==> src/rtl/ifu_prefetch.sv <==
// ifu_prefetch: sequential instruction prefetcher in front of the IF/ID register.
// Issues word-aligned fetches over a req/gnt/rvalid memory port. Returned words
// are buffered with their PC in a DEPTH-entry FIFO and presented to the core
// through valid/ready. A redirect flushes the FIFO and marks every in-flight
// response as stale.
// Ports:
//   i_clk, i_rst                      clock, synchronous active-high reset
//   i_redirect, i_redirect_pc         taken-branch pulse and new fetch PC
//   o_mem_req, o_mem_addr, i_mem_gnt  fetch request channel
//   i_mem_rvalid, i_mem_rdata         in-order response channel
//   o_instr_valid, o_instr, o_instr_pc, i_instr_ready  core-side handshake
module ifu_prefetch #(
  parameter int ADDR_WIDTH  = 32,
  parameter int INSTR_WIDTH = 32,
  parameter int DEPTH       = 4,
  parameter logic [ADDR_WIDTH-1:0] RESET_PC = '0
) (
  input  logic                   i_clk,
  input  logic                   i_rst,
  input  logic                   i_redirect,
  input  logic [ADDR_WIDTH-1:0]  i_redirect_pc,
  output logic                   o_mem_req,
  output logic [ADDR_WIDTH-1:0]  o_mem_addr,
  input  logic                   i_mem_gnt,
  input  logic                   i_mem_rvalid,
  input  logic [INSTR_WIDTH-1:0] i_mem_rdata,
  output logic                   o_instr_valid,
  output logic [INSTR_WIDTH-1:0] o_instr,
  output logic [ADDR_WIDTH-1:0]  o_instr_pc,
  input  logic                   i_instr_ready
);

  localparam int PW = $clog2(DEPTH);
  localparam int CW = PW + 1;
  localparam logic [ADDR_WIDTH-1:0] STEP = ADDR_WIDTH'(4);

  logic [ADDR_WIDTH-1:0]  fetch_pc, resp_pc, redir_pc;
  logic [INSTR_WIDTH-1:0] fifo_instr [DEPTH];
  logic [ADDR_WIDTH-1:0]  fifo_pc    [DEPTH];
  logic [PW-1:0]          rd_ptr, wr_ptr;
  logic [CW-1:0]          count, outstanding, discard;
  logic [CW:0]            credit;
  logic                   accept, resp, push, pop;

  // Reserving a FIFO slot for every outstanding request is what keeps the
  // FIFO from overflowing; no separate full check is needed on push.
  assign credit        = {1'b0, count} + {1'b0, outstanding};
  assign o_mem_req     = !i_rst && !i_redirect && (credit < (CW+1)'(DEPTH));
  assign o_mem_addr    = fetch_pc;
  assign accept        = o_mem_req && i_mem_gnt;
  // A response with nothing outstanding is a protocol violation and ignored;
  // this also swallows stray responses right after reset.
  assign resp          = i_mem_rvalid && (outstanding != '0);
  assign push          = resp && (discard == '0) && !i_redirect;
  assign o_instr_valid = (count != '0) && !i_redirect;
  assign pop           = o_instr_valid && i_instr_ready;
  assign o_instr       = fifo_instr[rd_ptr];
  assign o_instr_pc    = fifo_pc[rd_ptr];
  // Mask the byte offset rather than slicing so every input bit is consumed.
  assign redir_pc      = i_redirect_pc & ~ADDR_WIDTH'(3);

  always_ff @(posedge i_clk) begin
    if (i_rst) begin
      fetch_pc    <= RESET_PC;
      resp_pc     <= RESET_PC;
      count       <= '0;
      outstanding <= '0;
      discard     <= '0;
      rd_ptr      <= '0;
      wr_ptr      <= '0;
      // Storage is cleared so the head outputs read zero out of reset.
      for (int i = 0; i < DEPTH; i++) begin
        fifo_instr[i] <= '0;
        fifo_pc[i]    <= '0;
      end
    end else begin
      outstanding <= outstanding + CW'(accept) - CW'(resp);
      if (i_redirect) begin
        fetch_pc <= redir_pc;
        resp_pc  <= redir_pc;
        count    <= '0;
        rd_ptr   <= '0;
        wr_ptr   <= '0;
        // Everything granted before this cycle is stale; a response landing
        // in this very cycle is already dropped, so it is not counted again.
        discard  <= outstanding - CW'(resp);
      end else begin
        if (accept) fetch_pc <= fetch_pc + STEP;
        if (resp && (discard != '0)) discard <= discard - CW'(1);
        if (push) begin
          fifo_instr[wr_ptr] <= i_mem_rdata;
          fifo_pc[wr_ptr]    <= resp_pc;
          wr_ptr             <= wr_ptr + PW'(1);
          resp_pc            <= resp_pc + STEP;
        end
        if (pop) rd_ptr <= rd_ptr + PW'(1);
        count <= count + CW'(push) - CW'(pop);
      end
    end
  end

endmodule
==> config.mk <==
export PLATFORM = sky130hd
export DESIGN_NAME = ifu_prefetch
export DESIGN_NICKNAME = d
export VERILOG_FILES = /design/src/rtl/ifu_prefetch.sv
export SDC_FILE = /design/constraint.sdc
export NUM_CORES = 1
export LEC_CHECK = 0
export ABC_AREA = 1
export BUFFER_PORTS_ARGS = -buffer_cell sky130_fd_sc_hd__buf_2
export CAP_MARGIN = 20
export CORE_ASPECT_RATIO = 1.2
export CORE_MARGIN = 5
export CORE_UTILIZATION = 35
export DETAILED_ROUTE_END_ITERATION = 16
export HOLD_SLACK_MARGIN = 0.12
export SLEW_MARGIN = 5
export SYNTH_ARGS = -nofsm -noshare
export SYNTH_HDL_FRONTEND = slang
export SYNTH_SLANG_ARGS = --single-unit
==> constraint.sdc <==
create_clock -name i_clk -period 19.8 [get_ports i_clk]
set_input_delay 0.99 -clock i_clk [delete_from_list [all_inputs] [get_ports i_clk]]
set_output_delay 0.99 -clock i_clk [all_outputs]
set_load 0.005 [all_outputs]
==> summary.txt <==
FP Rows -> 84
Total of warnings raised by yosys -> 0
Drt total wl -> 42500 um
Netlist cell types -> 41
Nets -> 1986
Max Buffers Root-to-Sink -> 3
Synth top area cells -> edfxtp_1 48%, nor2_1 11%, dfxtp_1 9.7%
Area Growth Syn to Fin -> 15.04%
Antenna violations before repair -> 0
CTS Root Cell -> clkbuf_16
Static Leak -> 7.017 nW
Post-synthesis instance area -> 15560 sq um
Most common cell after layout, fill and taps aside -> nor2_1
Synth area leader -> edfxtp_1
Antenna viol nets, final -> 0
Clock slew at reported path FFs -> 60 ps
CORE AREA -> 43930 sq um
Filler cell count in the final layout -> 4403
Ant. Diodes -> 0
Iter 0 DRT Violations -> 811
Vias per inst -> 4.952
Mapped Avg Cell Area -> 8.755 sq um
Vias -> 12320
Area post-placement -> 16790 sq um
Total Power -> 0.001607 W
Slew margin rel. -> 32.21%
Die height -> 241.0 um
Hold buffer count at cts -> 0
Worst-Margin Slew -> 1017 ps
Initial core utilization -> 35.41%
Share of layout cells above drive strength 1 -> 14.46%
Cts bufs inserted -> 35
Detailed Place HPWL -> 26040 um
Max Clock Freq -> 0.2373 GHz
WP data required -> 18810 ps
Top cell type's share of synthesized area -> 47.87%
Ports -> 168
Critical path class -> flop to primary output
Final period util -> 21.29%
Hold_ws -> 471.9 ps
Most frequent cells in the layout -> 459 x nor2_1, 248 x edfxtp_1, 233 x nand2_1, 193 x inv_1, 176 x o21ai_0
Sequential area share after synthesis -> 57.52%
Cell Count, Final, Fillers Out -> 2488
HP Class -> flop to flop
# clock sinks -> 323
Setup TNS -> 0 ps
Port buffer count -> 161
Die width -> 202.5 um
GRT Overall Usage -> 17.12%
Largest net degree at the start of global routing -> 71
#FFs+latches synth -> 323
Final Cell Area -> 17900 sq um
CTS tree -> built
Final Critical Period -> 4215 ps
Post-CTS setup buffer count -> 0
Routability cong. -> 0.8961
Status -> completed
Die area -> 48780 sq um
Wire per inst -> 17.08 um
Final Hold Vio Count -> 0
Slew Limit Fails -> 0
Top FF cell, synth -> edfxtp_1
R2R Setup Slk -> 16540 ps
Total global routing overflow -> 0
Asr flop ratio synth -> 0%
Reg2reg path depth -> 11
Final setup viols -> 0
DR DRC count -> 0
Number of global-route vias before repair -> 12319
DRT Pass-1 Iters -> 5
CP Launch Type -> flop
Hold path depth -> 2
Synth Instances -> 1777
VDD IR max -> 0.04668 mV
RSZ-0062 raised after global routing -> no
Number of synthesized flops with an enable pin -> 248
Post-CTS sizing -> 0
First-pass GRT wire length -> 66470 um
Placed Cells -> 2424
Worst-path maximum fanout -> 70
Worst path arrival time -> 3220 ps
Clock skew -> 22.82 ps
Pwr dens -> 89.78 nW/um^2
H-Tree Level Count -> 2
Critical Path Sink Type -> primary output
Skew-Pair Late Insertion Delay -> 530 ps
MaxCap Viol Count -> 0
where the power goes:
group          switching [W]  internal [W]  leakage [nW]
clock network       0.000267      0.000366         0.533
registers          0.0000228      0.000772          3.18
logic               0.000124     0.0000553          3.30
registers in the layout (all words and copies together) (netlist names), named ones only:
signal and cells:
rd_ptr 2, resp_pc 30, outstanding 3, count 3, discard 3, o_mem_addr 30, wr_ptr 2, fifo_instr 128
fifo_pc 120
synthesized netlist by cell type, drive strengths merged, types with 14 or more instances:
cell type and n:
o22ai 63, buf 24, inv 209, xor2 14, clkbuf 66, a21oi 57
dfxtp 75, o21ai 183, edfxtp 248, nand2 241, nand3 60, nor2 479
kinds of logic after synthesis:
logic type | after synthesis | synth area share [%]
adder cells (fa/ha/maj) | 14 | 1.222
AND/OR/NAND/NOR | 806 | 21.58
XOR/XNOR | 16 | 0.9008
flip-flops | 323 | 57.52
AO/OA/AOI/OAI | 316 | 10.83
other | 1 | 0.02410
buffers and inverters | 301 | 7.930
through the flow:
stage	utilization [%]	setup slack, ps
floorplan	-	13260
global placement	38.22	15280
detailed placement	38.22	15280
CTS	40.74	15500
global route	40.74	15190
finish	40.74	15590
metal layers:
layer  routed length (um)  global-route usage [%]  up-vias
li1                     -                       -     6084
met1                18340                   22.24     5817
met2                20550                   29.73      358
met3                 2521                   2.755       61
met4                 1082                   5.104        0
met5                    0                       0        -
worst paths after layout:
check	start	endpoint
setup / recovery	flop	o_instr[12]
hold / removal	discard[1]	discard[1]
setup reg to reg	discard[0]	fifo_instr[3][15]
hold reg to reg	discard[1]	discard[1]
critical path, cell delays in order (launching register included):
cell,delay [ps]
dfxtp_4,750
clkinv_2,790
buf_4,620
o21ai_0,250
o22ai_1,120
buf_2,140
cell type report:
type	instances	area, sq um	area share (%)
clock buffer	45	944.7	5.278
clock inverter	19	160.2	0.8949
inverter	211	800.8	4.474
multi-input combinational	1156	5428	30.33
sequential	323	8954	50.03
tap	559	699.4	3.908
timing repair buffer	175	910.9	5.089
Power figures use the tool's default switching activity.
